`src/rtl/seq_div.sv`:
```
// seq_div: sequential restoring unsigned divider, K = N/CC quotient bits per cycle.
// Ports: clk, rst (async, active-high), start, dividend, divisor in;
//   busy, done, quotient, remainder, div_by_zero out.
module seq_div #(
  parameter int N  = 32,
  parameter int CC = 32
) (
  input  logic         clk,
  input  logic         rst,
  input  logic         start,
  input  logic [N-1:0] dividend,
  input  logic [N-1:0] divisor,
  output logic         busy,
  output logic         done,
  output logic [N-1:0] quotient,
  output logic [N-1:0] remainder,
  output logic         div_by_zero
);

  localparam int K  = N / CC;
  localparam int CW = $clog2(CC + 1);

  localparam logic [1:0] IDLE = 2'd0;
  localparam logic [1:0] RUN  = 2'd1;
  localparam logic [1:0] FIN  = 2'd2;

  logic [1:0]    state;
  logic [CW-1:0] ctr;
  logic [N-1:0]  r;
  logic [N-1:0]  q;
  logic [N-1:0]  d;
  logic          dz;

  logic [N-1:0]  r_nx;
  logic [N-1:0]  q_nx;
  logic [N:0]    t;
  logic [N:0]    diff;

  // K restoring steps chained in one cycle, MSB first.
  // The trial value is N+1 bits so the compare never overflows.
  always_comb begin
    r_nx = r;
    q_nx = q;
    t    = '0;
    diff = '0;
    for (int i = 0; i < K; i++) begin
      t    = {r_nx, q_nx[N-1]};
      q_nx = {q_nx[N-2:0], 1'b0};
      diff = t - {1'b0, d};
      if (t >= {1'b0, d}) begin
        r_nx    = diff[N-1:0];
        q_nx[0] = 1'b1;
      end else begin
        r_nx = t[N-1:0];
      end
    end
  end

  always_ff @(posedge clk or posedge rst) begin
    if (rst) begin
      state <= IDLE;
      ctr   <= '0;
      r     <= '0;
      q     <= '0;
      d     <= '0;
      dz    <= 1'b0;
    end else begin
      unique case (state)
        IDLE, FIN: begin
          // FIN accepts start too, giving back-to-back operation.
          if (start) begin
            d     <= divisor;
            r     <= '0;
            q     <= dividend;
            dz    <= (divisor == '0);
            ctr   <= CW'(CC);
            state <= RUN;
          end else begin
            state <= IDLE;
          end
        end
        RUN: begin
          r   <= r_nx;
          q   <= q_nx;
          ctr <= ctr - CW'(1);
          if (ctr == CW'(1)) begin
            state <= FIN;
          end
        end
        default: state <= IDLE;
      endcase
    end
  end

  // All outputs decode registers only; no input-to-output path.
  assign busy        = (state == RUN);
  assign done        = (state == FIN);
  assign quotient    = q;
  assign remainder   = r;
  assign div_by_zero = dz;

endmodule

```
`config.mk`:
```
export PLATFORM = sky130hd
export DESIGN_NAME = seq_div
export DESIGN_NICKNAME = d
export VERILOG_FILES = /design/src/rtl/seq_div.sv
export SDC_FILE = /design/constraint.sdc
export NUM_CORES = 1
export LEC_CHECK = 0
export ABC_AREA = 1
export BUFFER_PORTS_ARGS = -buffer_cell sky130_fd_sc_hd__clkbuf_2
export CAP_MARGIN = 10
export CORE_UTILIZATION = 57
export DETAILED_ROUTE_END_ITERATION = 8
export GPL_TIMING_DRIVEN = 0
export PLACE_DENSITY = 0.81
export SLEW_MARGIN = 15
export SYNTH_ARGS = -nofsm -noshare
export SYNTH_HDL_FRONTEND = slang
export SYNTH_SLANG_ARGS = --single-unit
```
`constraint.sdc`:
```
create_clock -name clk -period 3.25 [get_ports clk]
set_clock_uncertainty 0.05 [all_clocks]
set_input_delay 0.1625 -clock clk [delete_from_list [all_inputs] [get_ports clk]]
set_output_delay 0.1625 -clock clk [all_outputs]
set_load 0.005 [all_outputs]
```
==> results of run 1 <==
-- layout by cell type (no fill, tap or decap), drive strengths merged, types with 19 or more instances in the layout --
cell type,count
ha,34
nand2,457
inv,206
nor2,53
dlygate4sd3,38
o21ai,47
clkbuf,159
dfrtp,105
nand3,115
a21oi,19
-- timing repair --
item / 4_1_cts / 5_1_grt
buffers inserted: 0 / 0
hold buffers: 38 / 0
hold endpoints to repair: 86 / 0
-- kinds of logic (layout without fill, tap and decap cells) --
group           count (synthesis)  after routing
simple gates                  669            669
buf+inv                       235            423
flops                         105            105
compound gates                 74             74
fa+ha+maj                      35             35
xor+xnor                       15             15
mux                             1              1
-- layer usage --
layer  routed length, microns  track usage  vias to the layer above
li1                         -            -                     3856
met1                     9570        0.460                     3660
met2                    10900        0.603                      374
met3                     1990       0.0675                       71
met4                     1080        0.190                        0
met5                        0            0                        -
-- report_power, final --
part / total [mW] / internal (mW) / switching (mW) / leakage (nW)
combinational: 0.123 / 0.0643 / 0.0591 / 3.76
sequential: 1.31 / 1.31 / 0 / 1.28
clock: 1.07 / 0.533 / 0.537 / 0.133
total: 2.50 / 1.90 / 0.596 / 5.17
-- stage by stage --
step	setup WS, ns	setup TNS (ns)
after floorplan	0.277	0
after global placement	-0.901	-93.80
after detailed placement	0.818	0
after CTS	0.796	0
after global routing	0.587	0
final	0.733	0
-- worst reg2reg max path, cell delays in order (launching register included) --
cell     delay, ns
dfrtp_1       0.43
ha_1          0.42
nand2_1       0.14
nor2_2        0.15
nand2_2       0.08
nor2_2        0.11
nand2_1       0.09
nor2_2        0.12
nor2_2        0.07
nand2_2       0.21
buf_4         0.23
nand3_1       0.16
nand2_1       0.11
nand2_1       0.05
-- area by class of cell --
class	instances	area, sq um
well taps	172	215
clock buffers	10	229
flip-flops and latches	105	2630
inverters	203	767
repair buffers	172	1070
multi-input cells	794	3890
fillers	1067	3670
plain buffers	32	195
clock inverters	6	51.3
-- synthesized netlist by cell type (all sizes together) --
cell / n
nand4: 14
o21ai: 47
o211ai: 1
nand2: 457
o21bai: 5
o22ai: 1
mux2i: 1
nand3: 115
nand3b: 13
o221ai: 1
xor2: 1
dfrtp: 105
nor3: 6
nor2: 53
nor4: 4
fa: 1
xnor2: 14
ha: 34
clkbuf: 16
and3: 1
or2: 1
inv: 203
buf: 16
and2: 5
a21oi: 19
-- sequential cells by signal, indices dropped and copies added (netlist names) --
name	cells
ctr	6
d	32
div_by_zero	1
quotient	32
remainder	32
state	2
-- worst min path at each step --
stage                               to  slack, ns  cells after the start
after global placement    quotient[11]       0.33                      3
after floorplan                  d[12]       0.23                      2
after detailed placement  quotient[17]       0.17                      2
after global routing             d[23]       0.02                      3
final                             d[4]      0.002                      3
after CTS                        d[17]      0.003                      3
==> metrics.md, run 1 <==
| Metric | Value |
|---|---|
| Measured slew at the worst slew-check pin | between 0.7 and 0.8 ns |
| N_diodes | 0 |
| Worst-path clk slew | 0.07 ns |
| Post-synthesis xor/xnor area fraction | 0.0176 |
| Resized cells post-CTS | 0 |
| Slew margin rel. | 0.489 |
| R2R depth | 13 |
| Vias in the first global route | 7683 |
| # clock sinks | 105 |
| Worst Setup End Kind | register |
| Die ar. | 13600 sq um |
| Pwr/cell area | 276 nW/um^2 |
| Final Setup Violations | 0 |
| Synthesized area | between 7000 and 8000 sq um |
| Initial Util | 0.587 |
| Synth area leader | dfrtp_1 |
| CTS Buf Count | 9 |
| Leak | 5.17 nW |
| H-Tree Depth | 3 |
| Hold_sp | divisor[4] |
| Adder-cell share of the synthesized area | 0.0596 |
| CTS tree | built |
| Simple-Gate Fraction of Synth Area | 0.388 |
| Final Hold Vio Count | 0 |
| Peak VDD IR | 0.316 mV |
| Top cell type's share of synthesized area | 0.352 |
| First DRT Iteration DRCs | 698 |
| Core Rows | 41 |
| DRT Wirelength | 23600 microns |
| Mux cell area share after synthesis | 0.00134 |
| Clk root buf | clkbuf_16 |
| Fraction of layout cells with a size suffix above 1 | 0.154 |
| Max Cap Viol | 0 |
| Crit path time final | 2.52 ns |
| Die W | 117 microns |
| WP depth | 13 |
| Complex-gate fraction of the synthesized area | 0.0537 |
| Cells after synthesis | about 1.1k |
| Vias | 7961 |
| Avg Synthesized Cell Area | about 6.6 sq um |
| Total power draw | 2.50 mW |
| Post-route insts no fill | 1494 |
| Initial antenna violation count | 0 |
| CTS max path bufs | 2 |
| Sequential fraction of the synthesis area | 0.352 |
| Crit share post-route | 0.774 |
| Worst Path Arrival | 2.72 ns |
| FF-to-FF End | remainder[25] |
| Hold WC Path Type | input pin to register |
| First-pass GRT wire length | 37300 microns |
| Max FO, Critical Path | 10 |
| Die Span Y | 117 microns |
| Yosys cell types | 37 |
| Buffers on Ports | 133 |
| Outcome | finished, final reports clean |
| RSZ-0062 raised after global routing | false |
| Critical path buffer and inverter count | 1 |
| Final HPWL DP | 17000 microns |
| Max incr delay on CP | around 0.43 ns |
| Req. time, crit path | 3.46 ns |
| Placed Area | roughly 8400 sq um |
| Largest net degree at the start of global routing | 57 |
| GRT Resource Usage Total | 0.366 |
| Yosys Warn Count | 0 |
| WL/cell | between 15 and 20 microns |
| Synth area leaders | dfrtp_1 (35%), nand2_1 (22%), inv_1 (10%), nand3_1 (7.0%), ha_1 (5.7%) |
| Boundary pin count | 134 |
| CP Launch Point | remainder[18] |
| Synthesized Nets | between 1k and 1.5k |
| Crit Path Class | register to register |
| Crit-path cells | ha_1, nand2_1, nor2_2, nand2_2, nor2_2, nand2_1, nor2_2, nor2_2, nand2_2, buf_4, nand3_1, nand2_1, nand2_1 |
| Setup crit start kind | register |
| Placed insts | 1440 |
| Vias/cell | 5.33 |
| Final Util | 0.711 |
| Family with the most delay on the worst path | simple AND/OR/NAND/NOR gates |
| GPL Wtd Cong | 0.974 |
| Area growth, synth to finish | 21.1% |
| Worst-Skew Late Latency | 0.37 ns |
| Hold Slack | 0.00243 ns |
| Total congestion overflow | 0 |
| DRC | 0 |
| Nets | 1419 |
| Initial DRT Pass Iterations | 5 |
| Routed Antenna Nets | 0 |
| Fin. max-slew vios | 0 |
| Slowest CP cell | dfrtp_1 |
| Final instance area | between 9000 and 10000 sq um |
| Fmax achieved | a little under 0.4 GHz |
| Worst r2r src | remainder[18] |
| Main combinational cell family by area after synthesis | simple AND/OR/NAND/NOR gates |
| Core footprint | 12700 sq um |
| R2r setup slk | 0.73 ns |
| Worst Setup EP | remainder[25] |
| Flops & latches, synth | 105 |
(Power assumes the default switching activity.)
==> run 2: changes to the inputs <==
ABC_AREA = 0   (was 1)
CORE_UTILIZATION = 50   (was 57)
PLACE_DENSITY = 0.77   (was 0.81)
clock period = 2.05 ns   (was 3.25 ns; I/O delays follow)
==> metrics.md, run 2 <==
| Metric | Value |
|---|---|
| Outcome | finished with violations (was finished, final reports clean) |
| Failing checks | negative setup slack |
| Top cell type's share of synthesized area | 0.422 (was 0.352) |
| CP Launch Point | remainder[3] (was remainder[18]) |
| Boundary pin count | 134 (unchanged) |
| Initial antenna violation count | 0 (unchanged) |
| Commonest cells in the netlist | nand2_1 (152), dfrtp_1 (105), o21ai_0 (65) (was nand2_1 (444), inv_1 (202), dfrtp_1 (105), nand3_1 (105), nor2_1 (42)) |
| Final Hold Vio Count | 0 (unchanged) |
| R2r setup slk | -0.74 ns (was 0.73 ns) |
| CTS Buf Count | 9 (unchanged) |
| Total congestion overflow | 0 (unchanged) |
| DRC | 0 (unchanged) |
| H-Tree Depth | 3 (unchanged) |
| Synthesized area | 6230 sq um (was 7470 sq um) |
| WL/cell | 18.0 microns (was 15.8 microns) |
| Asr flop ratio synth | 1.00 (unchanged) |
| Initial Util | 0.517 (was 0.587) |
| Hold WC Path Type | input pin to asynchronous set/reset pin (was input pin to register) |
| Crit-path cells | ha_4, a211oi_2, nor2_1, or4_4, nand4_1, nand2_1, o31a_1, buf_12, buf_12, mux2i_1, o21ai_1 (was ha_1, nand2_1, nor2_2, nand2_2, nor2_2, nand2_1, nor2_2, nor2_2, nand2_2, buf_4, nand3_1, nand2_1, nand2_1) |
| Fin. max-slew vios | 0 (unchanged) |
| RSZ-0062 raised after global routing | true (was false) |
| CTS max path bufs | 2 (unchanged) |
| GPL Wtd Cong | 0.907 (was 0.974) |
| Commonest non-fill, non-tap cell in the layout | nand2_1 (unchanged) |
| Post-synthesis xor/xnor area fraction | 0.0351 (was 0.0176) |
| Fraction of layout cells with a size suffix above 1 | 0.310 (was 0.154) |
| Routed Antenna Nets | 0 (unchanged) |
| Setup ws final | -0.745 ns (was 0.733 ns) |
| Core Rows | 40 (was 41) |
| Crit Path Class | register to register (unchanged) |
| Area growth, synth to finish | 45.6% (was 21.1%) |
| Worst-path clk slew | 0.07 ns (about the same) |
| Top-count cell post-synth | nand2_1 (unchanged) |
| Slew margin rel. | 0.561 (was 0.489) |
| First-pass GRT wire length | 31800 microns (was 37300 microns) |
| Most frequent cells in the layout | nand2_1 (148), clkbuf_2 (142), dfrtp_1 (100), dlygate4sd3_1 (65), o21ai_0 (52) (was nand2_1 (444), inv_1 (201), clkbuf_2 (133), nand3_1 (105), dfrtp_1 (105)) |
| Worst Setup EP | remainder[12] (was remainder[25]) |
| DRT Wirelength | 20600 microns (was 23600 microns) |
| Crit path time final | 2.79 ns (was 2.52 ns) |
| Worst Setup End Kind | register (unchanged) |
| N_diodes | 0 (unchanged) |
| First DRT Iteration DRCs | 559 (was 698) |
| Flops & latches, synth | 105 (unchanged) |
| Max incr delay on CP | 0.50 ns (was 0.43 ns) |
| Complex-gate fraction of the synthesized area | 0.216 (was 0.0537) |
| Simple-Gate Fraction of Synth Area | 0.175 (was 0.388) |
| Max Cap Viol | 0 (unchanged) |
| Clk root buf | clkbuf_16 (unchanged) |
| Post-synth top flop | dfrtp_1 (unchanged) |
| Worst-Skew Late Latency | 0.36 ns (was 0.37 ns) |
| Core footprint | 12100 sq um (was 12700 sq um) |
| Crit share post-route | 1.36 (was 0.774) |
| CTS tree | built (unchanged) |
| Slowest CP cell | or4_4 (was dfrtp_1) |
| Main combinational cell family by area after synthesis | compound AO/OA/AOI/OAI gates (was simple AND/OR/NAND/NOR gates) |
| Worst r2r src | remainder[3] (was remainder[18]) |
| Synth area leader | dfrtp_1 (unchanged) |
| Largest net degree at the start of global routing | 37 (was 57) |
| Sequential fraction of the synthesis area | 0.422 (was 0.352) |
| Avg Synthesized Cell Area | 8.67 sq um (was 6.59 sq um) |
| Buffers on Ports | 133 (unchanged) |
| FF-to-FF End | remainder[12] (was remainder[25]) |
| Most common cell on crit path | buf_12 |
| Fmax achieved | 0.358 GHz (was 0.397 GHz) |
| Yosys Warn Count | 0 (unchanged) |
| Worst Path Arrival | 2.96 ns (was 2.72 ns) |
| R2R depth | 11 (was 13) |
| Setup TNS Final | -21.18 ns (was 0 ns) |
| Die Span Y | 114 microns (was 117 microns) |
| Adder-cell share of the synthesized area | 0.0715 (was 0.0596) |
| Max FO, Critical Path | 10 (unchanged) |
| # clock sinks | 105 (unchanged) |
| Synth area leaders | dfrtp_1 (42%), nand2_1 (9.2%), ha_1 (6.8%), o21ai_0 (5.2%), a22oi_1 (3.9%) (was dfrtp_1 (35%), nand2_1 (22%), inv_1 (10%), nand3_1 (7.0%), ha_1 (5.7%)) |
| Die ar. | 12900 sq um (was 13600 sq um) |
| Synthesized Nets | 821 (was 1236) |
| Final Setup Violations | 33 (was 0) |
| Vias/cell | 5.76 (was 5.33) |
| # fillers | 816 (was 1067) |
| GRT Resource Usage Total | 0.315 (was 0.366) |
| Mux cell area share after synthesis | 0.0241 (was 0.00134) |
| Vias in the first global route | 6436 (was 7683) |
| Cells after synthesis | 719 (was 1134) |
| Req. time, crit path | 2.22 ns (was 3.46 ns) |
| Measured slew at the worst slew-check pin | 0.659 ns (was 0.760 ns) |
| Nets | 1073 (was 1419) |
| Die W | 114 microns (was 117 microns) |
| Yosys cell types | 58 (was 37) |
| Initial DRT Pass Iterations | 5 (unchanged) |
| Final HPWL DP | 12800 microns (was 17000 microns) |
| Vias | 6593 (was 7961) |
| EDFF count, synth | 0 (unchanged) |
| Setup crit start kind | register (unchanged) |
==> run 2: cell types whose count changed after synthesis, moves of 15 or more <==
cell / delta
a21o_1: +19
nand3_1: -92
clkbuf_1: +17
nor2_1: -26
a22oi_1: +32
inv_1: -157
a21oi_1: +15
o21ai_0: +26
nand2_1: -292
==> run 2: worst min-delay path by stage <==
stage / endpoint / startpoint / cells after the start
finish: quotient[3] / rst / 3
global route: quotient[3] / rst / 3
CTS: remainder[21] / start / 4
detailed placement: quotient[6] / rst / 2
global placement: quotient[5] / dividend[5] / 3
floorplan: d[0] / divisor[0] / 2
==> run 2: layout make-up <==
cell class / count / area, sq um / area share
multi-input combinational: 529 / 3750 / 0.413
sequential: 105 / 2630 / 0.290
timing repair buffer: 243 / 1740 / 0.192
clock buffer: 11 / 253 / 0.0278
buffer: 36 / 239 / 0.0263
tap: 168 / 210 / 0.0232
inverter: 47 / 200 / 0.0221
clock inverter: 5 / 53.8 / 0.00593
==> run 2: worst max-delay path: cells and delay by family, from the launching register on <==
family | cells | cell delay (ns)
AOI/OAI and AO/OA | 3 | 0.57
adders and majority gates | 1 | 0.27
buffers and inverters | 2 | 0.32
DFF | 1 | 0.43
muxes | 1 | 0.20
and+or+nand+nor | 4 | 0.80
==> run 2: what timing repair did <==
| item | 4_1_cts | 5_1_grt |
|---|---|---|
| gates cloned | 0 | 1 |
| hold buffers | 65 | 0 |
| endpoints found under the setup margin | 97 | 47 |
| gates resized for setup | 64 | 65 |
| hold endpoints to repair | 98 | 0 |
| pin swaps | 11 | 21 |
| buffers inserted | 25 | 17 |
==> run 2: logic make-up after synthesis <==
family | count (synthesis)
flip-flops | 105
XOR/XNOR | 25
AO/OA/AOI/OAI | 214
buffers and inverters | 85
AND/OR/NAND/NOR | 240
multiplexers | 15
adder cells (fa/ha/maj) | 35
==> run 2: through the flow <==
step | cell area [sq um] | util | worst slack [ns] | hold WS (ns) | cells
finish | 9080 | 0.752 | -0.745 | 0.131 | 1144
global route | 9080 | 0.752 | -0.809 | 0.152 | 1144
CTS | 8670 | 0.719 | -0.641 | 0.115 | 1128
detailed placement | 7260 | 0.602 | -0.894 | -0.0386 | 1023
global placement | 7200 | 0.597 | -0.855 | 0.268 | 1020
floorplan | 6320 | - | -0.506 | 0.158 | 719
==> run 2: per-layer routing <==
layer / share of wire / wire (microns) / GRT usage / vias to the layer above
met5: 0 / 0 / 0 / -
met4: 0.039 / 809 / 0.118 / 0
met3: 0.077 / 1580 / 0.0733 / 69
met2: 0.48 / 9910 / 0.533 / 323
met1: 0.40 / 8300 / 0.393 / 3161
li1: - / - / - / 3040
Power of run 2 is not shown: default switching activity piles up to over one toggle a cycle in this logic, so the estimate is an artifact.
==> run 3: changes to the inputs <==
CORE_UTILIZATION = 45   (was 50)
PLACE_DENSITY = 0.71   (was 0.77)
==> metrics.md, run 3 (synthesis results as in run 2) <==
| Metric | Value |
|---|---|
| Commonest non-fill, non-tap cell in the layout | nand2_1 (unchanged) |
| WL/cell | 17.6 microns (was 18.0 microns) |
| Final HPWL DP | 13000 microns (was 12800 microns) |
| Fmax achieved | 0.355 GHz (was 0.358 GHz) |
| CTS tree | built (unchanged) |
| Max FO, Critical Path | 7 (was 10) |
| Max incr delay on CP | 0.51 ns (was 0.50 ns) |
| CTS Buf Count | 9 (unchanged) |
| Final Hold Vio Count | 0 (unchanged) |
| Met2 usage | 0.452 (was 0.533) |
| Worst Path Arrival | 2.99 ns (was 2.96 ns) |
| Measured slew at the worst slew-check pin | 0.652 ns (was 0.659 ns) |
| Die W | 120 microns (was 114 microns) |
| Layer with the highest usage | met2 (unchanged) |
| Core footprint | 13400 sq um (was 12100 sq um) |
| Worst-path clk slew | 0.08 ns (was 0.07 ns) |
| FF/Latch Area | 2640 sq um (was 2630 sq um) |
| Final Setup Violations | 34 (was 33) |
| Outcome | finished with violations (unchanged) |
| First DRT Iteration DRCs | 537 (was 559) |
| Vias/cell | 5.52 (was 5.76) |
| Setup crit start kind | register (unchanged) |
| Fraction of layout cells with a size suffix above 1 | 0.319 (was 0.310) |
| Hold Slack | 0.177 ns (was 0.131 ns) |
| DRT Wirelength | 20100 microns (was 20600 microns) |
| Critical path buffer and inverter count | 2 (unchanged) |
| # fillers | 1055 (was 816) |
| Crit-path cells | ha_2, a21oi_4, nand3_2, or4_4, nand4_1, nand2_1, o31a_1, buf_12, buf_16, mux2i_1, o21ai_1 (was ha_4, a211oi_2, nor2_1, or4_4, nand4_1, nand2_1, o31a_1, buf_12, buf_12, mux2i_1, o21ai_1) |
| Area of the multi-input gates | 3750 sq um (about the same) |
| Clk root buf | clkbuf_16 (unchanged) |
| N_diodes | 0 (unchanged) |
| Initial DRT Pass Iterations | 5 (unchanged) |
| GRT met3 Usage | 0.0551 (was 0.0733) |
| Fin. max-slew vios | 0 (unchanged) |
| GPL Wtd Cong | 0.886 (was 0.907) |
| Max Cap Viol | 0 (unchanged) |
| GRT Resource Usage Total | 0.282 (was 0.315) |
| Vias | 6317 (was 6593) |
| Crit Path Class | register to register (unchanged) |
| Area growth, synth to finish | 45.8% (was 45.6%) |
| Slew margin rel. | 0.561 (about the same) |
| Setup ws final | -0.764 ns (was -0.745 ns) |
| RSZ-0062 raised after global routing | true (unchanged) |
| Req. time, crit path | 2.23 ns (was 2.22 ns) |
| Grt met1 use | 0.389 (was 0.393) |
| # clock sinks | 105 (unchanged) |
| Total congestion overflow | 0 (unchanged) |
| H-Tree Depth | 3 (unchanged) |
| Crit path time final | 2.81 ns (was 2.79 ns) |
| First-pass GRT wire length | 31500 microns (was 31800 microns) |
| Family with the most delay on the worst path | simple AND/OR/NAND/NOR gates (unchanged) |
| Crit share post-route | 1.37 (was 1.36) |
| Most frequent cells in the layout | nand2_1 (145), clkbuf_2 (143), dfrtp_1 (96), dlygate4sd3_1 (65), o21ai_0 (51) (was nand2_1 (148), clkbuf_2 (142), dfrtp_1 (100), dlygate4sd3_1 (65), o21ai_0 (52)) |
| Largest net degree at the start of global routing | 33 (was 37) |
| Boundary pin count | 134 (unchanged) |
| Initial antenna violation count | 0 (unchanged) |
| Worst-Skew Late Latency | 0.37 ns (was 0.36 ns) |
| Failing checks | negative setup slack (unchanged) |
| Die ar. | 14300 sq um (was 12900 sq um) |
| Die Span Y | 120 microns (was 114 microns) |
| Hold WC Path Type | input pin to register (was input pin to asynchronous set/reset pin) |
| Buffers on Ports | 133 (unchanged) |
| Slowest CP cell | or4_4 (unchanged) |
| CTS max path bufs | 2 (unchanged) |
| Worst Setup End Kind | register (unchanged) |
| Routed Antenna Nets | 0 (unchanged) |
| Nets | 1065 (was 1073) |
| DRC | 0 (unchanged) |
| Initial Util | 0.465 (was 0.517) |
| Vias in the first global route | 6180 (was 6436) |
| Final Util | 0.678 (was 0.752) |
| Core Rows | 42 (was 40) |
## run 3: cell types whose count changed in the layout (fill, tap and decap cells not counted), sizes merged
cell    previous run  this run
clkbuf           172       171
bufinv             1         0
inv               45        47
buf               53        44
clkinv             5         6
## run 3: cell type report
type                       count  area share
multi-input combinational    529       0.413
inverter                      47      0.0218
sequential                   105       0.290
tap                          176      0.0242
buffer                        31      0.0227
clock buffer                   9      0.0248
clock inverter                 7     0.00950
timing repair buffer         240       0.194
## run 3: final timing paths
| kind | startpoint | end | slack [ns] | cells after the start |
|---|---|---|---|---|
| max | remainder[8] | remainder[10] | -0.76 | 11 |
| max in group asynchronous | rst | remainder[1] | 0.98 | 5 |
| min in group asynchronous | rst | ctr[5] | 0.22 | 3 |
| min reg2reg | ctr[5] | ctr[5] | 0.44 | 1 |
| max reg2reg | remainder[8] | remainder[10] | -0.76 | 11 |
| min | start | remainder[21] | 0.18 | 4 |
## run 3: metrics by stage
| step | std cells | setup slack [ns] | setup TNS, ns | cell area, sq um |
|---|---|---|---|---|
| global route | 1144 | -0.824 | -25.49 | 9090 |
| detailed placement | 1031 | -0.812 | -40.07 | 7270 |
| finish | 1144 | -0.764 | -23.19 | 9090 |
| global placement | 1028 | -0.798 | -46.85 | 7210 |
| CTS | 1134 | -0.684 | -20.74 | 8840 |
| floorplan | 719 | -0.506 | -13.87 | 6320 |
## run 3: tightest hold or removal path: cells and delay by family
kind / cells / cell delay (ns)
AND/OR/NAND/NOR: 1 / 0.11
buffers and inverters: 1 / 0.12
AO/OA/AOI/OAI: 2 / 0.22
## run 3: repair_timing
action / 4_1_cts / 5_1_grt
gates resized for setup: 87 / 55
setup buffers: 24 / 11
endpoints found under the hold margin: 125 / 0
cloned: 3 / 1
hold buffers: 65 / 0
setup endpoints to repair: 97 / 75
pin swaps: 17 / 27
## run 3: routing by layer
metal / part of all wire / up-vias / wire length [microns]
li1: - / 3023 / -
met3: 0.059 / 23 / 1190
met1: 0.44 / 3043 / 8920
met2: 0.48 / 228 / 9640
met5: 0 / - / 0
met4: 0.019 / 0 / 388
Power of run 3 is left out for the same reason.
